$ cat src/rtl/fetch_sequencer_pkg.sv
// Shared types for the fetch-stage PC sequencer: controller states and default
// sequential PC step.
package fetch_sequencer_pkg;

  typedef enum logic [1:0] {
    ST_RUN      = 2'd0,
    ST_DRAIN    = 2'd1,
    ST_REDIRECT = 2'd2
  } state_t;

  localparam int INSTR_BYTES_DEFAULT = 4;

endpackage

$ cat src/rtl/fetch_sequencer_sat_counter.sv
// Saturating up-counter with async active-high clear; holds at all-ones.
// One cycle from inc to count; no backpressure.
module fetch_sequencer_sat_counter #(
  parameter int W = 16
) (
  input  logic         clk,
  input  logic         rst,
  input  logic         inc,
  output logic [W-1:0] count
);

  always_ff @(posedge clk or posedge rst) begin
    if (rst) begin
      count <= '0;
    end else if (inc && (count != '1)) begin
      count <= count + W'(1);
    end
  end

endmodule

$ cat src/rtl/fetch_sequencer.sv
// Fetch-stage PC controller: advance/hold/redirect decisions, imem handshake,
// deferred redirects while a fetch is in flight, and a fetch-bubble counter.
module fetch_sequencer
  import fetch_sequencer_pkg::*;
#(
  parameter int ADDR_W      = 32,
  parameter int INSTR_BYTES = INSTR_BYTES_DEFAULT,
  parameter int CNT_W       = 16
) (
  input  logic              clk,
  input  logic              rst,
  input  logic [ADDR_W-1:0] pc,
  input  logic              hazard_stall,
  input  logic              mem_stall,
  input  logic              branch_taken,
  input  logic [ADDR_W-1:0] branch_addr,
  output logic              imem_req,
  input  logic              imem_ready,
  output logic [ADDR_W-1:0] pc_next,
  output logic              pc_freeze,
  output logic              if_id_freeze,
  output logic              if_id_flush,
  output logic              if_valid,
  output logic [CNT_W-1:0]  bubble_count
);

  state_t            state;
  state_t            state_nx;
  logic [ADDR_W-1:0] redirect_addr;
  logic [ADDR_W-1:0] redirect_addr_nx;
  logic [ADDR_W-1:0] pc_seq;

  assign pc_seq = pc + ADDR_W'(INSTR_BYTES);

  always_ff @(posedge clk or posedge rst) begin
    if (rst) begin
      state         <= ST_RUN;
      redirect_addr <= '0;
    end else begin
      state         <= state_nx;
      redirect_addr <= redirect_addr_nx;
    end
  end

  // Defaults are the "bubble" outputs: PC held, IF/ID flushed, nothing accepted.
  always_comb begin
    state_nx         = state;
    redirect_addr_nx = redirect_addr;
    imem_req         = 1'b0;
    pc_next          = pc_seq;
    pc_freeze        = 1'b1;
    if_id_freeze     = 1'b0;
    if_id_flush      = 1'b1;
    if_valid         = 1'b0;

    if (!rst) begin
      case (state)
        ST_RUN: begin
          imem_req = 1'b1;
          if (mem_stall) begin
            // EXE is frozen too, so any branch it shows will be presented again.
            if_id_freeze = 1'b1;
            if_id_flush  = 1'b0;
          end else if (branch_taken) begin
            if (imem_ready) begin
              pc_next   = branch_addr;
              pc_freeze = 1'b0;
            end else begin
              redirect_addr_nx = branch_addr;
              state_nx         = ST_DRAIN;
            end
          end else if (hazard_stall) begin
            if_id_freeze = 1'b1;
            if_id_flush  = 1'b0;
          end else if (imem_ready) begin
            pc_freeze   = 1'b0;
            if_id_flush = 1'b0;
            if_valid    = 1'b1;
          end
        end

        ST_DRAIN: begin
          // The in-flight fetch must complete even under mem_stall; its data is dropped.
          imem_req = 1'b1;
          if (mem_stall) begin
            if_id_freeze = 1'b1;
            if_id_flush  = 1'b0;
          end else if (branch_taken) begin
            redirect_addr_nx = branch_addr;
          end
          if (imem_ready) begin
            state_nx = ST_REDIRECT;
          end
        end

        ST_REDIRECT: begin
          pc_next = (branch_taken && !mem_stall) ? branch_addr : redirect_addr;
          if (mem_stall) begin
            if_id_freeze = 1'b1;
            if_id_flush  = 1'b0;
          end else begin
            pc_freeze = 1'b0;
            state_nx  = ST_RUN;
          end
        end

        default: begin
          state_nx = ST_RUN;
        end
      endcase
    end
  end

  fetch_sequencer_sat_counter #(
    .W(CNT_W)
  ) u_bubble_cnt (
    .clk  (clk),
    .rst  (rst),
    .inc  (!if_valid),
    .count(bubble_count)
  );

endmodule

$ cat config.mk
export PLATFORM = sky130hd
export DESIGN_NAME = fetch_sequencer
export DESIGN_NICKNAME = d
export VERILOG_FILES = /design/src/rtl/fetch_sequencer_pkg.sv /design/src/rtl/fetch_sequencer_sat_counter.sv /design/src/rtl/fetch_sequencer.sv
export SDC_FILE = /design/constraint.sdc
export NUM_CORES = 1
export LEC_CHECK = 0
export BUFFER_PORTS_ARGS = -buffer_cell sky130_fd_sc_hd__buf_2
export CAP_MARGIN = 30
export CORE_ASPECT_RATIO = 0.7
export CORE_MARGIN = 2
export CORE_UTILIZATION = 55
export DETAILED_ROUTE_END_ITERATION = 7
export PLACE_DENSITY = 0.93
export SLEW_MARGIN = 15
export SYNTH_ARGS = -nofsm -noshare
export SYNTH_HDL_FRONTEND = slang
export SYNTH_SLANG_ARGS = --single-unit
$ cat constraint.sdc
create_clock -name clk -period 7.7 [get_ports clk]
set_input_delay 1.54 -clock clk [delete_from_list [all_inputs] [get_ports clk]]
set_output_delay 1.54 -clock clk [all_outputs]
set_load 0.005 [all_outputs]
==> impl_table.tex <==
\begin{tabular}{lr}
\hline
Metric & Value \\
\hline
\multicolumn{2}{l}{\textbf{Power}} \\
\quad Part of the total power dissipated in sequential elements & 38.5\% \\
\quad Clock power share & 15.6\% \\
\quad Internal power contribution & 0.756 mW \\
\quad Share of power burned in combinational logic & 45.9\% \\
\quad Max rail drop VDD & 0.192 mV \\
\quad Standby leakage power & 1.77 nW \\
\quad Sw Share & 37.3\% \\
\quad Ratio of total power to cell area & 276 nW/µm² \\
\quad Switching power summed over all nets & 0.450 mW \\
\multicolumn{2}{l}{\textbf{Drt}} \\
\quad Final routed wire length divided by cell count & 18.5 µm \\
\quad Violation count after the first detailed-routing iteration & 329 \\
\quad Vias per Instance & 6.50 \\
\quad Antenna Nets Post-Route & 0 \\
\quad Sum of routed wire length over all layers & 10.4 mm \\
\quad Vias after detailed routing & 3681 \\
\quad Residual DRC & 0 \\
\quad Detailed-routing iteration count for the pre-antenna-repair pass & 5 \\
\multicolumn{2}{l}{\textbf{Finish}} \\
\quad Number of nets in the finished design & 563 \\
\quad Fraction of layout cells with a size suffix above 1 & 36.7\% \\
\quad Area added between synthesis and finish & 23.8\% \\
\quad End-of-flow core utilization & 70.2\% \\
\quad Number of diodes added for antenna fixing & 0 \\
\quad Design Area, Final & 4370 µm² \\
\multicolumn{2}{l}{\textbf{Synth}} \\
\quad Share of Yosys cell area claimed by the top area cell type & 35.5\% \\
\quad Count of mapped cells out of synthesis & 375 \\
\quad Portion of the post-synthesis area used by sequential elements & 35.5\% \\
\quad Most area-consuming cells after synthesis & dfrtp\_1, mux2\_2, a22oi\_1 \\
\quad Synth async-reset ratio & 100\% \\
\quad Average footprint of a synthesized cell & 9.40 µm² \\
\quad Post-synth design cell area & 3530 µm² \\
\quad Yosys warning total & 0 \\
\quad EDFF count, synth & 0 \\
\quad Synth Flop Type & dfrtp\_1 \\
\quad Number of library cell types mapped by synthesis & 44 \\
\quad Flop and latch count out of synthesis & 50 \\
\quad Number of nets in the synthesized netlist & 451 \\
\quad Cell type with the largest total area after synthesis & dfrtp\_1 \\
\multicolumn{2}{l}{\textbf{Die}} \\
\quad Total core area & 6220 µm² \\
\quad Number of cell rows & 24 \\
\quad Die Area & 7080 µm² \\
\quad Effective utilization at floorplan & 56.7\% \\
\quad Number of placed I/O pins & 123 \\
\quad Overall die height & 71.0 µm \\
\quad Die Wd & 99.7 µm \\
\multicolumn{2}{l}{\textbf{Worst setup path}} \\
\quad Crit path capture type & output pin \\
\quad Critical path arrival & 3620 ps \\
\quad Worst path required time & 6160 ps \\
\quad Critical path peak fanout & 8 \\
\quad Kind of critical path & primary input to output pin \\
\quad Kind of start point of the critical path & primary input \\
\multicolumn{2}{l}{\textbf{Global route}} \\
\quad Global Route met3 Usage & 5.24\% \\
\quad Number of antenna violations at the first check in global routing & 0 \\
\quad GR Overflow Total & 0 \\
\quad M1 GR Usage & 43.6\% \\
\quad Largest net degree at the start of global routing & 40 \\
\quad Vias in the first global route & 3388 \\
\quad GRT Util Overall & 29.3\% \\
\quad First-pass GRT wire length & 16.9 mm \\
\quad Met2 Resource Use GR & 45.0\% \\
\quad Busiest metal layer after global routing & met2 \\
\multicolumn{2}{l}{\textbf{Clock tree}} \\
\quad Number of buffers on the longest clock path & 2 \\
\quad PostCTS Resize Cnt & 0 \\
\quad CTS tree & yes \\
\quad Insertion delay to the later sink of the worst-skew pair & 300 ps \\
\quad Clock root buffer & clkbuf\_8 \\
\quad Number of buffers inserted by hold repair at cts & 0 \\
\quad Total clock sinks & 50 \\
\quad Total CTS buffers & 5 \\
\quad CTS HTree Levels & 2 \\
\quad Clock input transition at the sequential cells of the worst setup and hold paths & 90 ps \\
\quad Buffers inserted by post-CTS timing repair & 0 \\
\multicolumn{2}{l}{\textbf{Timing}} \\
\quad Ratio of final minimum period to clock period & 67.0\% \\
\quad Slew at the pin closest to its max-slew limit & 876 ps \\
\quad RSZ-0062 raised after global routing & no \\
\quad Fin Setup TNS & 0 ps \\
\quad Worst rel slew slack & 41.1\% \\
\quad Max-slew violation count & 0 \\
\quad Fmax & 0.194 GHz \\
\quad Min Clock Period, post-route & 5160 ps \\
\quad Count of final setup violators & 0 \\
\quad Final hold violation count & 0 \\
\quad Worst hold slack across all endpoints & 509 ps \\
\quad Worst Skew & 6.87 ps \\
\multicolumn{2}{l}{\textbf{Place}} \\
\quad Placed Area & 4250 µm² \\
\quad Final HPWL from detailed placement & 7.90 mm \\
\quad Global placement routability congestion & 0.952 \\
\quad Port Buffer Count & 122 \\
\multicolumn{2}{l}{\textbf{Job}} \\
\quad Count of max-cap constraint violations & 0 \\
\multicolumn{2}{l}{\textbf{Worst hold path}} \\
\quad Type of the worst min-delay path & flip-flop to flip-flop \\
\multicolumn{2}{l}{\textbf{Status}} \\
\quad Result of the run & complete, no violations \\
\hline
\end{tabular}
[placed cells by master, fill, tap and decap left out, types with 7 or more instances in the layout]
cell      count
nand4_1      16
buf_2       122
or4_1        10
o21ai_0       7
dfrtp_1      50
mux2_2       34
nand2_1      18
or3_1         8
nor2_1       11
a22oi_1      29
inv_1         9
o22ai_1      16
nand3_1      19
xnor2_1       7
o211ai_1     16
xor2_1       21
nor4_1       12
[final timing paths]
kind                                               startpoint                                 end  slack, ps  cells after the start
min                        u_bubble_cnt.count[15]$_DFFE_PP0P_  u_bubble_cnt.count[15]$_DFFE_PP0P_        510                      1
max in group asynchronous                                 rst       redirect_addr[20]$_DFFE_PP0P_       5550                      3
max reg2reg                              state[0]$_DFFE_PP0P_        redirect_addr[7]$_DFFE_PP0P_       5450                      6
min in group asynchronous                                 rst   u_bubble_cnt.count[7]$_DFFE_PP0P_       1630                      2
min reg2reg                u_bubble_cnt.count[15]$_DFFE_PP0P_  u_bubble_cnt.count[15]$_DFFE_PP0P_        510                      1
max                                                     pc[2]                         pc_next[24]       2540                      7
[power by group through the flow]
| stage | registers [mW] | logic (mW) | clock network (mW) |
|---|---|---|---|
| floorplan | 0.447 | 0.358 | 0 |
| global placement | 0.454 | 0.503 | 0 |
| detailed placement | 0.467 | 0.550 | 0 |
| CTS | 0.462 | 0.553 | 0.192 |
| global route | 0.478 | 0.604 | 0.205 |
| finish | 0.465 | 0.553 | 0.188 |
[metrics by stage]
step                std cells  power (mW)  setup WS (ps)
finish                    566        1.21           2540
global route              566        1.29           2440
CTS                       566        1.21           2560
detailed placement        558        1.02           2560
global placement          553       0.957           2600
floorplan                 375       0.804           3080
[state kept, by name (all words and copies together) (netlist names)]
name and count:
state 2, redirect_addr 32, u_bubble_cnt.count 16
[area by class of cell]
cell class	count	area, µm²
inverters	10	37.5
well taps	78	97.6
clock inverters	3	45.0
repair buffers	128	707
multi-input cells	292	2160
fillers	502	1850
flip-flops and latches	50	1250
clock buffers	5	68.8
[cells by family after synthesis]
kind of cell,after synthesis,synth area share [%]
adders and majority gates,6,2.13
muxes,34,10.9
and+or+nand+nor,127,21.3
xor gates and xnor gates,28,6.96
DFF,50,35.5
AOI/OAI and AO/OA,97,19.5
buffers and inverters,33,3.73
[worst max-delay path, cell delays in order]
cell	delay (ps)
buf_2	150
ha_1	300
inv_1	120
or4_1	710
or4_1	530
o211ai_1	110
buf_2	150
[cells in the mapped netlist, types with 2 or more instances]
| cell type | n |
|---|---|
| nand3_1 | 19 |
| nor3_1 | 6 |
| buf_2 | 6 |
| o211ai_1 | 16 |
| a21oi_1 | 7 |
| buf_1 | 2 |
| and4_1 | 6 |
| xnor2_1 | 7 |
| a22oi_1 | 29 |
| nand2_1 | 18 |
| ha_1 | 6 |
| a21o_1 | 4 |
| o22ai_1 | 16 |
| nand2b_1 | 6 |
| o21ai_0 | 7 |
| dfrtp_1 | 50 |
| clkbuf_1 | 15 |
| nor2_1 | 11 |
| o31ai_1 | 2 |
| nand4_1 | 16 |
| inv_1 | 10 |
| o221ai_1 | 4 |
| and2_1 | 2 |
| or4_1 | 10 |
| nor4_1 | 12 |
| or3_1 | 8 |
| or2_2 | 3 |
| nand4b_1 | 2 |
| nor4b_1 | 2 |
| xor2_1 | 21 |
| o311ai_0 | 5 |
| mux2_2 | 34 |
| nor2b_1 | 2 |
[per-layer routing]
metal  vias to the layer above  wire, µm
met3                        15       904
li1                       1693         -
met1                      1767      4680
met2                       206      4720
met4                         0       144
met5                         -         0
Power figures use the tool's default switching activity.
